[config.mk]
export PLATFORM = sky130hd
export DESIGN_NAME = alu_system_control_unit_flat
export DESIGN_NICKNAME = d
export VERILOG_FILES = /design/src/rtl/cu_pkg.sv /design/src/rtl/alu_system_control_unit_if.sv /design/src/rtl/cu_decoder.sv /design/src/rtl/alu_system_control_unit.sv /design/src/flat_wrapper.sv
export SDC_FILE = /design/constraint.sdc
export NUM_CORES = 1
export LEC_CHECK = 0
export ABC_AREA = 1
export CELL_PAD_IN_SITES_DETAIL_PLACEMENT = 1
export CELL_PAD_IN_SITES_GLOBAL_PLACEMENT = 2
export CORE_MARGIN = 3
export CORE_UTILIZATION = 19
export CTS_CLUSTER_DIAMETER = 60
export CTS_CLUSTER_SIZE = 12
export DETAILED_ROUTE_END_ITERATION = 16
export PLACE_DENSITY = 0.83
export SYNTH_ARGS = -nofsm -noshare
export SYNTH_HDL_FRONTEND = slang
export SYNTH_SLANG_ARGS = --single-unit
[constraint.sdc]
create_clock -name i_clk -period 0.98 [get_ports i_clk]
set_input_delay 0.147 -clock i_clk [delete_from_list [all_inputs] [get_ports i_clk]]
set_output_delay 0.147 -clock i_clk [all_outputs]
set_load 0.01 [all_outputs]
[src/rtl/cu_pkg.sv]
// Shared encodings for the ALU system control unit: FSM states, instruction classes,
// datapath select/function codes and the registered control bundle.
package cu_pkg;

    typedef enum logic [2:0] {
        StReset,
        StInit,
        StFetchL,
        StFetchH,
        StDecode,
        StExec,
        StHalt
    } state_e;

    typedef enum logic [1:0] {
        ClsAlu  = 2'b00,
        ClsLdi  = 2'b01,
        ClsJmp  = 2'b10,
        ClsHalt = 2'b11
    } iclass_e;

    // RF and ARF share one function-select encoding.
    localparam logic [2:0] FunHold  = 3'b000;
    localparam logic [2:0] FunInc   = 3'b001;
    localparam logic [2:0] FunLoad  = 3'b010;
    localparam logic [2:0] FunClear = 3'b011;

    localparam logic [3:0] RegR1      = 4'b1000;
    localparam logic [3:0] RegR2      = 4'b0100;
    localparam logic [3:0] RegR3      = 4'b0010;
    localparam logic [3:0] RegR4      = 4'b0001;
    localparam logic [3:0] RfRegNone  = 4'b0000;
    localparam logic [2:0] ArfPc      = 3'b100;
    localparam logic [2:0] ArfAr      = 3'b010;
    localparam logic [2:0] ArfSp      = 3'b001;
    localparam logic [2:0] ArfRegNone = 3'b000;

    localparam logic [1:0] ArfOutPc = 2'b01;
    localparam logic [1:0] ArfOutAr = 2'b10;
    localparam logic [1:0] ArfOutSp = 2'b11;

    // Memory chip select is active low.
    localparam logic MemCsEnable  = 1'b0;
    localparam logic MemCsDisable = 1'b1;
    localparam logic MemWrRead    = 1'b0;
    localparam logic MemWrWrite   = 1'b1;

    localparam logic [1:0] MuxAAlu = 2'b00;
    localparam logic [1:0] MuxAArf = 2'b01;
    localparam logic [1:0] MuxAMem = 2'b10;
    localparam logic [1:0] MuxAImm = 2'b11;
    localparam logic [1:0] MuxBAlu = 2'b00;
    localparam logic [1:0] MuxBArf = 2'b01;
    localparam logic [1:0] MuxBMem = 2'b10;
    localparam logic [1:0] MuxBImm = 2'b11;

    typedef struct packed {
        logic [2:0] rf_out_a_sel;
        logic [2:0] rf_out_b_sel;
        logic [2:0] rf_fun_sel;
        logic [3:0] rf_reg_sel;
        logic [3:0] rf_scr_sel;
        logic [4:0] alu_fun_sel;
        logic       alu_wf;
        logic [1:0] arf_out_c_sel;
        logic [1:0] arf_out_d_sel;
        logic [2:0] arf_fun_sel;
        logic [2:0] arf_reg_sel;
        logic       ir_lh;
        logic       ir_write;
        logic       mem_wr;
        logic       mem_cs;
        logic       mux_c_sel;
        logic [1:0] mux_a_sel;
        logic [1:0] mux_b_sel;
    } ctrl_t;

    function automatic ctrl_t idle_ctrl();
        ctrl_t c;
        c             = '0;
        c.rf_fun_sel  = FunHold;
        c.rf_reg_sel  = RfRegNone;
        c.rf_scr_sel  = RfRegNone;
        c.arf_fun_sel = FunHold;
        c.arf_reg_sel = ArfRegNone;
        c.mem_wr      = MemWrRead;
        c.mem_cs      = MemCsDisable;
        return c;
    endfunction

    function automatic ctrl_t fetch_ctrl(input logic lh);
        ctrl_t c;
        c               = idle_ctrl();
        c.arf_out_d_sel = ArfOutPc;
        c.mem_cs        = MemCsEnable;
        c.mem_wr        = MemWrRead;
        c.ir_write      = 1'b1;
        c.ir_lh         = lh;
        c.arf_fun_sel   = FunInc;
        c.arf_reg_sel   = ArfPc;
        return c;
    endfunction

    function automatic logic [3:0] rf_onehot(input logic [1:0] idx);
        logic [3:0] sel;
        unique case (idx)
            2'd0:    sel = RegR1;
            2'd1:    sel = RegR2;
            2'd2:    sel = RegR3;
            default: sel = RegR4;
        endcase
        return sel;
    endfunction

endpackage

[src/rtl/alu_system_control_unit_if.sv]
// Control/status bundle between the control unit (master) and the ALU system datapath (slave).
interface alu_system_control_unit_if;
    logic [15:0] IROut;
    logic [3:0]  ALU_Flags;
    logic [2:0]  RF_OutASel;
    logic [2:0]  RF_OutBSel;
    logic [2:0]  RF_FunSel;
    logic [3:0]  RF_RegSel;
    logic [3:0]  RF_ScrSel;
    logic [4:0]  ALU_FunSel;
    logic        ALU_WF;
    logic [1:0]  ARF_OutCSel;
    logic [1:0]  ARF_OutDSel;
    logic [2:0]  ARF_FunSel;
    logic [2:0]  ARF_RegSel;
    logic        IR_LH;
    logic        IR_Write;
    logic        Mem_WR;
    logic        Mem_CS;
    logic        MuxCSel;
    logic [1:0]  MuxASel;
    logic [1:0]  MuxBSel;
    logic        Halted;

    modport master (
        input  IROut, ALU_Flags,
        output RF_OutASel, RF_OutBSel, RF_FunSel, RF_RegSel, RF_ScrSel, ALU_FunSel, ALU_WF,
               ARF_OutCSel, ARF_OutDSel, ARF_FunSel, ARF_RegSel, IR_LH, IR_Write, Mem_WR,
               Mem_CS, MuxCSel, MuxASel, MuxBSel, Halted
    );

    modport slave (
        output IROut, ALU_Flags,
        input  RF_OutASel, RF_OutBSel, RF_FunSel, RF_RegSel, RF_ScrSel, ALU_FunSel, ALU_WF,
               ARF_OutCSel, ARF_OutDSel, ARF_FunSel, ARF_RegSel, IR_LH, IR_Write, Mem_WR,
               Mem_CS, MuxCSel, MuxASel, MuxBSel, Halted
    );
endinterface

[src/rtl/cu_decoder.sv]
// Combinational IR -> EXEC-cycle control bundle. CU_COND_JUMP_EN makes class-10 jumps with
// IR[13]=1 conditional on the Z flag.
module cu_decoder
    import cu_pkg::*;
(
    input  logic [15:0] i_ir,
    input  logic [3:0]  i_flags,
    output ctrl_t       o_exec,
    output logic        o_is_halt
);

    logic w_take;
    logic w_unused_bits;

    assign w_unused_bits = ^{i_ir[1:0], i_flags};
    assign o_is_halt     = (iclass_e'(i_ir[15:14]) == ClsHalt);

    always_comb begin
        o_exec = idle_ctrl();
        w_take = 1'b0;
        unique case (iclass_e'(i_ir[15:14]))
            ClsAlu: begin
                o_exec.rf_out_a_sel = {1'b0, i_ir[5:4]};
                o_exec.rf_out_b_sel = {1'b0, i_ir[3:2]};
                o_exec.alu_fun_sel  = i_ir[13:9];
                o_exec.alu_wf       = i_ir[8];
                o_exec.mux_a_sel    = MuxAAlu;
                o_exec.rf_fun_sel   = FunLoad;
                o_exec.rf_reg_sel   = rf_onehot(i_ir[7:6]);
            end
            ClsLdi: begin
                o_exec.mux_a_sel  = MuxAImm;
                o_exec.rf_fun_sel = FunLoad;
                o_exec.rf_reg_sel = rf_onehot(i_ir[9:8]);
            end
            ClsJmp: begin
`ifdef CU_COND_JUMP_EN
                w_take = !i_ir[13] || i_flags[3];
`else
                w_take = 1'b1;
`endif
                if (w_take) begin
                    o_exec.mux_b_sel   = MuxBImm;
                    o_exec.arf_fun_sel = FunLoad;
                    o_exec.arf_reg_sel = ArfPc;
                end
            end
            ClsHalt: begin
            end
        endcase
    end

endmodule

[src/rtl/alu_system_control_unit.sv]
// Hardwired fetch/decode/execute sequencer driving every ALU system control strobe.
// Optional conditional jumps are enabled with CU_COND_JUMP_EN (see cu_decoder).
module alu_system_control_unit
    import cu_pkg::*;
(
    input  logic                       i_clk,
    input  logic                       i_rst,
    alu_system_control_unit_if.master  cu_bus
);

    state_e r_state;
    ctrl_t  r_ctrl;
    logic   r_halted;
    ctrl_t  w_exec;
    logic   w_is_halt;

    cu_decoder u_decoder (
        .i_ir      (cu_bus.IROut),
        .i_flags   (cu_bus.ALU_Flags),
        .o_exec    (w_exec),
        .o_is_halt (w_is_halt)
    );

    // Outputs are registered alongside the state: each transition loads the vector of the
    // state being entered, so the bundle always matches r_state.
    always_ff @(posedge i_clk) begin
        if (i_rst) begin
            r_state  <= StReset;
            r_ctrl   <= idle_ctrl();
            r_halted <= 1'b0;
        end else begin
            r_ctrl   <= idle_ctrl();
            r_halted <= 1'b0;
            case (r_state)
                StReset: begin
                    r_state            <= StInit;
                    r_ctrl.arf_fun_sel <= FunClear;
                    r_ctrl.arf_reg_sel <= ArfPc;
                end
                StInit, StExec: begin
                    r_state <= StFetchL;
                    r_ctrl  <= fetch_ctrl(1'b0);
                end
                StFetchL: begin
                    r_state <= StFetchH;
                    r_ctrl  <= fetch_ctrl(1'b1);
                end
                StFetchH: r_state <= StDecode;
                StDecode: begin
                    if (w_is_halt) begin
                        r_state  <= StHalt;
                        r_halted <= 1'b1;
                    end else begin
                        r_state <= StExec;
                        r_ctrl  <= w_exec;
                    end
                end
                StHalt: begin
                    r_state  <= StHalt;
                    r_halted <= 1'b1;
                end
                default: r_state <= StReset;
            endcase
        end
    end

    assign cu_bus.RF_OutASel  = r_ctrl.rf_out_a_sel;
    assign cu_bus.RF_OutBSel  = r_ctrl.rf_out_b_sel;
    assign cu_bus.RF_FunSel   = r_ctrl.rf_fun_sel;
    assign cu_bus.RF_RegSel   = r_ctrl.rf_reg_sel;
    assign cu_bus.RF_ScrSel   = r_ctrl.rf_scr_sel;
    assign cu_bus.ALU_FunSel  = r_ctrl.alu_fun_sel;
    assign cu_bus.ALU_WF      = r_ctrl.alu_wf;
    assign cu_bus.ARF_OutCSel = r_ctrl.arf_out_c_sel;
    assign cu_bus.ARF_OutDSel = r_ctrl.arf_out_d_sel;
    assign cu_bus.ARF_FunSel  = r_ctrl.arf_fun_sel;
    assign cu_bus.ARF_RegSel  = r_ctrl.arf_reg_sel;
    assign cu_bus.IR_LH       = r_ctrl.ir_lh;
    assign cu_bus.IR_Write    = r_ctrl.ir_write;
    assign cu_bus.Mem_WR      = r_ctrl.mem_wr;
    assign cu_bus.Mem_CS      = r_ctrl.mem_cs;
    assign cu_bus.MuxCSel     = r_ctrl.mux_c_sel;
    assign cu_bus.MuxASel     = r_ctrl.mux_a_sel;
    assign cu_bus.MuxBSel     = r_ctrl.mux_b_sel;
    assign cu_bus.Halted      = r_halted;

endmodule

[src/flat_wrapper.sv]
// flat-port wrapper written by rule: the top's interface ports become plain ports
module alu_system_control_unit_flat import cu_pkg::*;
  (i_clk, i_rst, cu_bus_IROut, cu_bus_ALU_Flags, cu_bus_RF_OutASel, cu_bus_RF_OutBSel, cu_bus_RF_FunSel, cu_bus_RF_RegSel, cu_bus_RF_ScrSel, cu_bus_ALU_FunSel, cu_bus_ALU_WF, cu_bus_ARF_OutCSel, cu_bus_ARF_OutDSel, cu_bus_ARF_FunSel, cu_bus_ARF_RegSel, cu_bus_IR_LH, cu_bus_IR_Write, cu_bus_Mem_WR, cu_bus_Mem_CS, cu_bus_MuxCSel, cu_bus_MuxASel, cu_bus_MuxBSel, cu_bus_Halted);
  alu_system_control_unit_if cu_bus_i ();
  input  logic i_clk;
  input  logic i_rst;
  input wire logic [$bits(cu_bus_i.IROut)-1:0] cu_bus_IROut;
  input wire logic [$bits(cu_bus_i.ALU_Flags)-1:0] cu_bus_ALU_Flags;
  output wire logic [$bits(cu_bus_i.RF_OutASel)-1:0] cu_bus_RF_OutASel;
  output wire logic [$bits(cu_bus_i.RF_OutBSel)-1:0] cu_bus_RF_OutBSel;
  output wire logic [$bits(cu_bus_i.RF_FunSel)-1:0] cu_bus_RF_FunSel;
  output wire logic [$bits(cu_bus_i.RF_RegSel)-1:0] cu_bus_RF_RegSel;
  output wire logic [$bits(cu_bus_i.RF_ScrSel)-1:0] cu_bus_RF_ScrSel;
  output wire logic [$bits(cu_bus_i.ALU_FunSel)-1:0] cu_bus_ALU_FunSel;
  output wire logic [$bits(cu_bus_i.ALU_WF)-1:0] cu_bus_ALU_WF;
  output wire logic [$bits(cu_bus_i.ARF_OutCSel)-1:0] cu_bus_ARF_OutCSel;
  output wire logic [$bits(cu_bus_i.ARF_OutDSel)-1:0] cu_bus_ARF_OutDSel;
  output wire logic [$bits(cu_bus_i.ARF_FunSel)-1:0] cu_bus_ARF_FunSel;
  output wire logic [$bits(cu_bus_i.ARF_RegSel)-1:0] cu_bus_ARF_RegSel;
  output wire logic [$bits(cu_bus_i.IR_LH)-1:0] cu_bus_IR_LH;
  output wire logic [$bits(cu_bus_i.IR_Write)-1:0] cu_bus_IR_Write;
  output wire logic [$bits(cu_bus_i.Mem_WR)-1:0] cu_bus_Mem_WR;
  output wire logic [$bits(cu_bus_i.Mem_CS)-1:0] cu_bus_Mem_CS;
  output wire logic [$bits(cu_bus_i.MuxCSel)-1:0] cu_bus_MuxCSel;
  output wire logic [$bits(cu_bus_i.MuxASel)-1:0] cu_bus_MuxASel;
  output wire logic [$bits(cu_bus_i.MuxBSel)-1:0] cu_bus_MuxBSel;
  output wire logic [$bits(cu_bus_i.Halted)-1:0] cu_bus_Halted;
  assign cu_bus_i.IROut = cu_bus_IROut;
  assign cu_bus_i.ALU_Flags = cu_bus_ALU_Flags;
  assign cu_bus_RF_OutASel = cu_bus_i.RF_OutASel;
  assign cu_bus_RF_OutBSel = cu_bus_i.RF_OutBSel;
  assign cu_bus_RF_FunSel = cu_bus_i.RF_FunSel;
  assign cu_bus_RF_RegSel = cu_bus_i.RF_RegSel;
  assign cu_bus_RF_ScrSel = cu_bus_i.RF_ScrSel;
  assign cu_bus_ALU_FunSel = cu_bus_i.ALU_FunSel;
  assign cu_bus_ALU_WF = cu_bus_i.ALU_WF;
  assign cu_bus_ARF_OutCSel = cu_bus_i.ARF_OutCSel;
  assign cu_bus_ARF_OutDSel = cu_bus_i.ARF_OutDSel;
  assign cu_bus_ARF_FunSel = cu_bus_i.ARF_FunSel;
  assign cu_bus_ARF_RegSel = cu_bus_i.ARF_RegSel;
  assign cu_bus_IR_LH = cu_bus_i.IR_LH;
  assign cu_bus_IR_Write = cu_bus_i.IR_Write;
  assign cu_bus_Mem_WR = cu_bus_i.Mem_WR;
  assign cu_bus_Mem_CS = cu_bus_i.Mem_CS;
  assign cu_bus_MuxCSel = cu_bus_i.MuxCSel;
  assign cu_bus_MuxASel = cu_bus_i.MuxASel;
  assign cu_bus_MuxBSel = cu_bus_i.MuxBSel;
  assign cu_bus_Halted = cu_bus_i.Halted;
  alu_system_control_unit u_core (.i_clk(i_clk), .i_rst(i_rst), .cu_bus(cu_bus_i));
endmodule
# Yosys cells after proc, flatten, opt, wreduce, memory -nomap -nowiden
# Index checks and enable logic that the tools add are counted.
# Widths: inputs -> output; s select.
[classes]
n_eq_ne = 13
mux = 16
n_reduce_logical = 6
[ops]
columns = ["operator", "count"]
rows = [
  ["$pmux 26 s2", 1],
  ["$mux 41", 1],
  ["$pmux 9 s3", 1],
  ["$pmux 4 s3", 2],
  ["$pmux 3 s6", 1],
  ["$pmux 6 s3", 1],
  ["$pmux 6 s2", 1],
  ["$mux 5", 2],
  ["$eq 3x3->1 const B", 3],
  ["$eq 2x2->1 const B", 4],
  ["$eq 2x1->1 const B", 3],
  ["$eq 3x2->1 const B", 2],
  ["$logic_not 2->1", 3],
  ["$mux 2", 3],
  ["$mux 6", 1],
  ["$eq 3x1->1 const B", 1],
  ["$logic_not 3->1", 1],
  ["$reduce_or 3->1", 1],
  ["$pmux 1 s2", 1],
  ["$reduce_or 2->1", 1],
  ["$mux 1", 1],
]
[word_totals]
ff_bits = 46
wordCells = 55

# Longest topological paths before layout
# Gate-level depths: netlist of the first run.
[depth]
ltp_word = 5
depth_mapped = 6
ltp_nobuf = 6

# Modules after synthesis
# From an unflattened synthesis of the first run, not the netlist that was laid out.
[unflattened]
hier_cells = 231
area_unflattened_um2 = 1865.5
[by_module_without_submodules]
columns = ["mod", "instances", "cells_per_inst", "area_per_inst_um2", "seq_area_each_um2"]
rows = [
  ["alu_system_control_unit", 1, 152, 1460.2, 920.9],
  ["cu_decoder", 1, 79, 405.4, 0.0],
]

# Worst setup path before layout of the first run
# No wires, ideal clock.
[synth_path]
path_type = "register to register"
start = "register u_core.r_state[2]"
end = "register u_core.r_ctrl, in the netlist u_core.cu_bus.ARF_RegSel[2]"
setup_time_ps = 118
arrival_ps = 774
required_ps = 862
path_slack_ps = 88
stages_incl_launch_ff = 6
n_path_buf = 0
period_less_slack_ps = 892
path_cell_list = "dfxtp_1 inv_1 nor2_1 inv_1 nand3_1 nand2_1"
[synth_via]
elab_chain_cells = 3
word_cells_on_any_way = 7
classes_between = "eq/ne (4); mux (1); reduce/logical (2)"
[synth_lines]
columns = ["item", "line_no", "rtl"]
rows = [
  ["start: declaration", "alu_system_control_unit.sv:11", "state_e r_state;"],
  ["start signal: assignment", "alu_system_control_unit.sv:28", "r_state <= StReset;"],
  ["start signal: assignment", "alu_system_control_unit.sv:36", "r_state <= StInit;"],
  ["start signal: assignment", "alu_system_control_unit.sv:41", "r_state <= StFetchL;"],
  ["$eq 3x1->1 (tied with other cells)", "alu_system_control_unit.sv:34", "case (r_state)"],
  ["$reduce_or 3->1 (no source line)", "--", ""],
  ["$pmux 6 s3 *", "alu_system_control_unit.sv:34", ""],
  ["end signal: assignment", "alu_system_control_unit.sv:32", "r_ctrl <= idle_ctrl();"],
  ["end signal: assignment", "alu_system_control_unit.sv:42", "r_ctrl <= fetch_ctrl(1'b0);"],
  ["end signal: assignment", "alu_system_control_unit.sv:46", "r_ctrl <= fetch_ctrl(1'b1);"],
  ["end: declaration", "alu_system_control_unit.sv:12", "ctrl_t r_ctrl;"],
]
# Mark *: on every way between the ends. The rest lies on a longest branch, timed or not.
# A chain may end at the register's enable or synchronous reset.

# Worst setup path after layout of the first run
[layout_path]
start = "register u_core.r_state[1]"
end = "register u_core.r_ctrl, in the netlist u_core.cu_bus.ALU_FunSel[4]"
[layout_via]
elab_chain_cells = 3
word_cells_on_any_way = 6
classes_between = "eq/ne (4); mux (1); reduce/logical (1)"
[layout_lines]
columns = ["item", "line_no"]
rows = [
  ["$eq 3x1->1 (tied with other cells)", "alu_system_control_unit.sv:34"],
  ["$reduce_or 3->1 (no source line)", "--"],
  ["$pmux 26 s2 *", "alu_system_control_unit.sv:34"],
]
# Marks and branches as above.

==> flow_metrics.py, run 1 <==
metrics = {
    "run_status": {
        "status": "complete, no violations",
    },
    "finish": {
        "nets": 214,
        "syn2layout_area_growth_pct": 48.1,
        "fin_util_pct": 29.7,
        "drive_above_1_share_pct": 37.2,
        "final_cell_area_um2": 1670,
        "final_cell_mix": "25 x nand2_1, 20 x dfxtp_1, 16 x conb_1, 15 x inv_1, 15 x clkbuf_2",
        "diodes": 0,
        "final_cells": 263,
        "mostFrequentLayoutCell": "nand2_1",
    },
    "clock_tree": {
        "htreeDepth": 1,
        "ctsLongestPathBuffers": 2,
        "clk_latency_ns": 0.27,
        "cts_root_buf": "clkbuf_8",
        "cts.sinks": 28,
        "cts_buffers": 3,
        "clk_pin_slew_ns": 0.10,
        "tritoncts": "yes",
        "cts_setup_buffers": 0,
    },
    "synth": {
        "yosysTopAreaCellShare_pct": 49.8,
        "syn_area_um2": 1130,
        "ys_seq_area_share_pct": 49.8,
        "synth_top_area_cell": "dfxtp_1",
        "ys_types": 16,
        "syn_avg_cell_area_um2": 8.40,
        "synth_cells": 134,
        "yosys-top-cells-area": "dfxtp_1 50%, buf_4 12%, nand2_1 8.3%, nor2_2 6.1%, inv_1 5.3%",
        "ys_ff_latch": 28,
        "synth_warnings": 0,
    },
    "power": {
        "leakage_nw": 0.778,
        "power_density_nw_per_um2": 1340,
        "ir_drop_v": 0.000393,
    },
    "timing": {
        "rsz0062_at_grt": "true",
        "timing.final.ws_setup_ns": 0.0191,
        "min_period_ns": 0.961,
        "finalHoldViolations": 0,
        "slew_violations": 0,
        "max_freq_mhz": 1040,
        "tns_ns": 0,
        "setup_viol_count_final": 0,
        "clock_skew_ns": 0.00736,
        "period_share_pct": 98.1,
    },
    "critical_path": {
        "worst_path_most_repeated_cell": "nor2_4",
        "cp_cell_sequence": "nor2_4 > nand3_4 > buf_12 > nor2_4",
        "start_kind": "flip-flop",
        "crit_arrival_ns": 1.17,
        "slowest_delay_ns": 0.37,
        "crit_family": "flip-flops",
        "worst-path-buf-inv": 1,
        "crit_path_end_kind": "flip-flop",
        "cp_slowest_cell": "dfxtp_4",
        "cp.required_ns": 1.19,
        "critPathMaxFanout": 5,
        "r2r_setup_slack_ns": 0.02,
        "timing_worst_setup_path_type": "reg2reg",
    },
    "placement": {
        "dpl_cell_area_um2": 1690,
        "dp_slack_ns": -0.334,
        "dp_hpwl_um": 2190,
        "port_buffers": 42,
        "gp_congestion": 0.678,
        "dp_cells": 259,
    },
    "detailed_routing": {
        "ant_nets": 0,
        "drt_iter0_markers": 39,
        "drt-total-wl_um": 2650,
        "dr.pass1.iters": 4,
        "drc": 0,
        "wire_per_inst_um": 10.1,
        "num_vias": 956,
        "via_per_inst": 3.63,
    },
    "floorplan": {
        "fp.dieH_um": 83.0,
        "rows": 27,
        "start_util_pct": 20.1,
        "die_width_um": 83.0,
        "ios": 65,
        "coreArea_um2": 5610,
        "dieArea_um2": 6890,
    },
    "global_routing": {
        "antenna_found_initial": 0,
        "track_usage_pct": 7.24,
        "grt_pass1_wl_um": 4130,
        "grt_pass1_vias": 928,
        "globalRoute.totalOverflow": 0,
        "grt_max_degree": 16,
    },
    "job": {
        "drv_cap": 0,
    },
    "hold_path": {
        "hold_class": "in2reg",
    },
}
worst paths after layout:
check / startpoint / end / depth (start not counted)
hold / removal: cu_bus_IROut[3] / u_core.cu_bus.RF_OutBSel[1]$_SDFF_PP0_ / 3
hold reg to reg: u_core.r_state[0]$_SDFF_PP0_ / u_core.r_state[2]$_SDFF_PP0_ / 2
setup / recovery: u_core.r_state[1]$_SDFF_PP0_ / u_core.cu_bus.ALU_FunSel[4]$_SDFF_PP0_ / 4
setup reg to reg: u_core.r_state[1]$_SDFF_PP0_ / u_core.cu_bus.ALU_FunSel[4]$_SDFF_PP0_ / 4
power breakdown:
| group | leakage [nW] | internal, mW | switching (mW) | total [mW] |
|---|---|---|---|---|
| Clock | 0.0288 | 0.359 | 0.343 | 0.702 |
| Combinational | 0.518 | 0.160 | 0.178 | 0.338 |
| Sequential | 0.231 | 1.18 | 0.0206 | 1.20 |
| Total | 0.778 | 1.69 | 0.542 | 2.24 |
stage by stage:
stage | hold WS [ns] | power, mW
global route | 0.413 | 2.34
detailed placement | 0.577 | 1.59
CTS | 0.411 | 2.28
floorplan | 0.216 | 1.41
finish | 0.418 | 2.24
global placement | 0.574 | 1.58
flip-flops by register name, summed over array words and instances, names as in the netlist:
register,cells
u_core.cu_bus.ALU_FunSel,5
u_core.cu_bus.ALU_WF,1
u_core.cu_bus.ARF_FunSel,2
u_core.cu_bus.ARF_OutDSel,1
u_core.cu_bus.ARF_RegSel,1
u_core.cu_bus.Halted,1
u_core.cu_bus.IR_LH,1
u_core.cu_bus.IR_Write,1
u_core.cu_bus.Mem_CS,1
u_core.cu_bus.MuxASel,1
u_core.cu_bus.MuxBSel,1
u_core.cu_bus.RF_FunSel,1
u_core.cu_bus.RF_OutASel,2
u_core.cu_bus.RF_OutBSel,2
u_core.cu_bus.RF_RegSel,4
u_core.r_state,3
per-layer routing:
| layer | part of all wire [%] | wire, um | global-route usage (%) |
|---|---|---|---|
| met5 | 0 | 0 | 0 |
| met4 | 1.7 | 46 | 3.57 |
| met2 | 53 | 1400 | 14.7 |
| met3 | 5.3 | 140 | 0.893 |
| met1 | 40 | 1060 | 7.04 |
final cells by class:
type,count,area (um^2)
clock buffers,4,55.1
fillers,685,3940
inverters,16,60.1
multi-input cells,85,423
flip-flops and latches,28,576
well taps,72,90.1
repair buffers,58,464
kinds of logic (layout without fill, tap and decap cells):
group / Yosys count / in the layout / synth area share (%)
and+or+nand+nor: 63 / 63 / 27.9
buffers and inverters: 36 / 78 / 19.3
AOI/OAI and AO/OA: 6 / 6 / 2.67
DFF: 28 / 28 / 49.8
other: 1 / 16 / 0.333
tightest hold or removal path, stage by stage:
cell             delay, ns
clkdlybuf4s50_1       0.39
nand2_1               0.07
nor2_2                0.04
cell usage after synthesis:
cell type and count:
nor2_2 11, conb_1 1, nor2_1 14, inv_1 16
nor2_4 2, nor3_1 1, nand4_1 3, a21oi_1 5
nand3_2 1, buf_6 2, o21ai_0 1, dfxtp_1 28
nand2_1 25, nand3_1 5, buf_4 18, nand3_4 1
timing repair:
action                     CTS  global route
resized for setup           72            33
pin swaps                    1             1
setup endpoints to repair   43            39
hold buffers                 0             0
Power figures use the tool's default switching activity.
==> run 2: changes to the inputs <==
--- a/config.mk
+++ b/config.mk
@@ -13,6 +13,7 @@
 export CTS_CLUSTER_DIAMETER = 60
 export CTS_CLUSTER_SIZE = 12
 export DETAILED_ROUTE_END_ITERATION = 16
+export GPL_ROUTABILITY_DRIVEN = 0
 export PLACE_DENSITY = 0.83
 export SYNTH_ARGS = -nofsm -noshare
 export SYNTH_HDL_FRONTEND = slang
==> results of run 2 <==
Same layout as run 1: the final DEF is identical, and so are final timing and power.
==> run 3: changes to the inputs <==
--- a/config.mk
+++ b/config.mk
@@ -6,15 +6,13 @@
 export NUM_CORES = 1
 export LEC_CHECK = 0
 export ABC_AREA = 1
-export CELL_PAD_IN_SITES_DETAIL_PLACEMENT = 1
-export CELL_PAD_IN_SITES_GLOBAL_PLACEMENT = 2
 export CORE_MARGIN = 3
-export CORE_UTILIZATION = 19
+export CORE_UTILIZATION = 37
 export CTS_CLUSTER_DIAMETER = 60
 export CTS_CLUSTER_SIZE = 12
 export DETAILED_ROUTE_END_ITERATION = 16
 export GPL_ROUTABILITY_DRIVEN = 0
-export PLACE_DENSITY = 0.83
+export PLACE_DENSITY = 0.86
 export SYNTH_ARGS = -nofsm -noshare
 export SYNTH_HDL_FRONTEND = slang
 export SYNTH_SLANG_ARGS = --single-unit
==> constraint.sdc (replaced) <==
create_clock -name i_clk -period 0.9 [get_ports i_clk]
set_input_delay 0.135 -clock i_clk [delete_from_list [all_inputs] [get_ports i_clk]]
set_output_delay 0.135 -clock i_clk [all_outputs]
set_load 0.01 [all_outputs]
==> flow_metrics.py, run 3 (synthesis results as in run 1) <==
metrics = {
    "detailed_routing": {
        "drt-total-wl_um": 2290,
        "wire_per_inst_um": 10.3,
        "via_per_inst": 4.23,
        "dr.pass1.iters": 4,
        "num_vias": 939,
        "drc": 0,
        "ant_nets": 0,
        "drt_iter0_markers": 17,
    },
    "finish": {
        "nets": 214,
        "largest_reg_flops": 5,
        "drive_above_1_share_pct": 44.0,
        "fillers": 235,
        "diodes": 0,
        "mostFrequentLayoutCell": "nand2_1",
        "syn2layout_area_growth_pct": 51.9,
        "final_cell_mix": "24 x nand2_1, 16 x conb_1, 15 x buf_2, 15 x dfxtp_1, 14 x inv_1",
        "fin_util_pct": 60.5,
    },
    "critical_path": {
        "crit_arrival_ns": 1.26,
        "timing_worst_setup_path_type": "reg2reg",
        "cp.required_ns": 1.17,
        "cp_slowest_cell": "dfxtp_4",
        "critPathMaxFanout": 6,
        "crit_path_end_kind": "flip-flop",
        "slowest_delay_ns": 0.39,
        "cp_cell_sequence": "nor2_4 > nand3_4 > buf_12 > nor2_2",
        "start_kind": "flip-flop",
    },
    "timing": {
        "slew_violations": 0,
        "min_period_ns": 0.982,
        "period_share_pct": 109,
        "clock_skew_ns": 0.0111,
        "max_freq_mhz": 1020,
        "rsz0062_at_grt": "true",
        "timing.final.ws_setup_ns": -0.0815,
        "finalHoldViolations": 0,
        "tns_ns": -1.14,
        "setup_viol_count_final": 33,
    },
    "run_status": {
        "violations": "setup timing",
        "status": "finished, violations left",
    },
    "power": {
        "leakage_nw": 0.824,
        "power.total_mw": 2.52,
        "ir_drop_v": 0.000595,
        "power_density_nw_per_um2": 1470,
    },
    "global_routing": {
        "grt-busiest-layer": "met2",
        "antenna_found_initial": 0,
        "gr-usage-met2_pct": 20.8,
        "grtUsageMet1_pct": 14.0,
        "grt_pass1_vias": 756,
        "grt_pass1_wl_um": 3270,
        "globalRoute.totalOverflow": 0,
        "track_usage_pct": 12.3,
        "grt_max_degree": 17,
        "met3_usage_pct": 1.89,
    },
    "floorplan": {
        "ios": 65,
        "start_util_pct": 39.8,
        "rows": 19,
        "fp.dieH_um": 61.2,
        "dieArea_um2": 3740,
        "die_width_um": 61.2,
        "coreArea_um2": 2830,
    },
    "clock_tree": {
        "hold_buffers": 0,
        "cts_buffers": 3,
        "ctsLongestPathBuffers": 2,
        "clk_pin_slew_ns": 0.15,
        "htreeDepth": 1,
        "clk_latency_ns": 0.33,
        "cts_root_buf": "clkbuf_4",
        "cts.sinks": 28,
        "tritoncts": "yes",
    },
    "hold_path": {
        "hold_class": "in2reg",
    },
    "job": {
        "drv_cap": 0,
    },
    "placement": {
        "port_buffers": 42,
        "dp_hpwl_um": 1720,
    },
}
run 3: path summary, 6_finish.rpt:
path | start | cells past startpoint | slack (ns) | end
worst max-delay path | u_core.r_state[1]$_SDFF_PP0_ | 4 | -0.08 | u_core.cu_bus.RF_OutBSel[0]$_SDFF_PP0_
worst min-delay path | cu_bus_IROut[15] | 3 | 0.23 | u_core.r_state[1]$_SDFF_PP0_
worst max register to register | u_core.r_state[1]$_SDFF_PP0_ | 4 | -0.08 | u_core.cu_bus.RF_OutBSel[0]$_SDFF_PP0_
worst min register to register | u_core.r_state[2]$_SDFF_PP0_ | 3 | 0.59 | u_core.r_state[2]$_SDFF_PP0_
run 3: power breakdown:
part	switching (mW)	internal, mW
logic	0.208	0.201
clock network	0.352	0.451
registers	0.0255	1.28
run 3: area by class of cell:
type	instances	area, um^2	share of cell area (%)
inverters	16	60.1	3.51
multi-input cells	85	463	27.1
repair buffers	58	514	30.1
clock inverters	1	30.0	1.76
well taps	31	38.8	2.27
clock buffers	3	22.5	1.32
flip-flops and latches	28	582	34.0
run 3: timing repair:
| action | in CTS | in global routing |
|---|---|---|
| resized for setup | 128 | 27 |
| pin swaps | 3 | 11 |
| cloned | 0 | 0 |
| endpoints found under the setup margin | 44 | 53 |
| setup buffers | 1 | 0 |
run 3: worst max-delay path, delay by kind of cell (launching register included):
family        cells  cell delay (ns)
buf+inv           1             0.18
flops             1             0.39
simple gates      3             0.35
run 3: metal layers:
metal  share of wire [%]  wire length, um
met5                   0                0
met2                  50             1150
met1                  40              916
met4                 3.1               70
met3                 6.9              157
run 3: stage by stage:
step	setup slack, ns	instances	hold slack, ns	cell area (um^2)
final	-0.0815	222	0.225	1710
after global routing	-0.131	222	0.217	1710
after CTS	-0.0666	222	0.342	1620
after detailed placement	-0.369	217	0.587	1620
after global placement	-0.333	217	0.574	1620
after floorplan	0.00826	149	0.204	1180
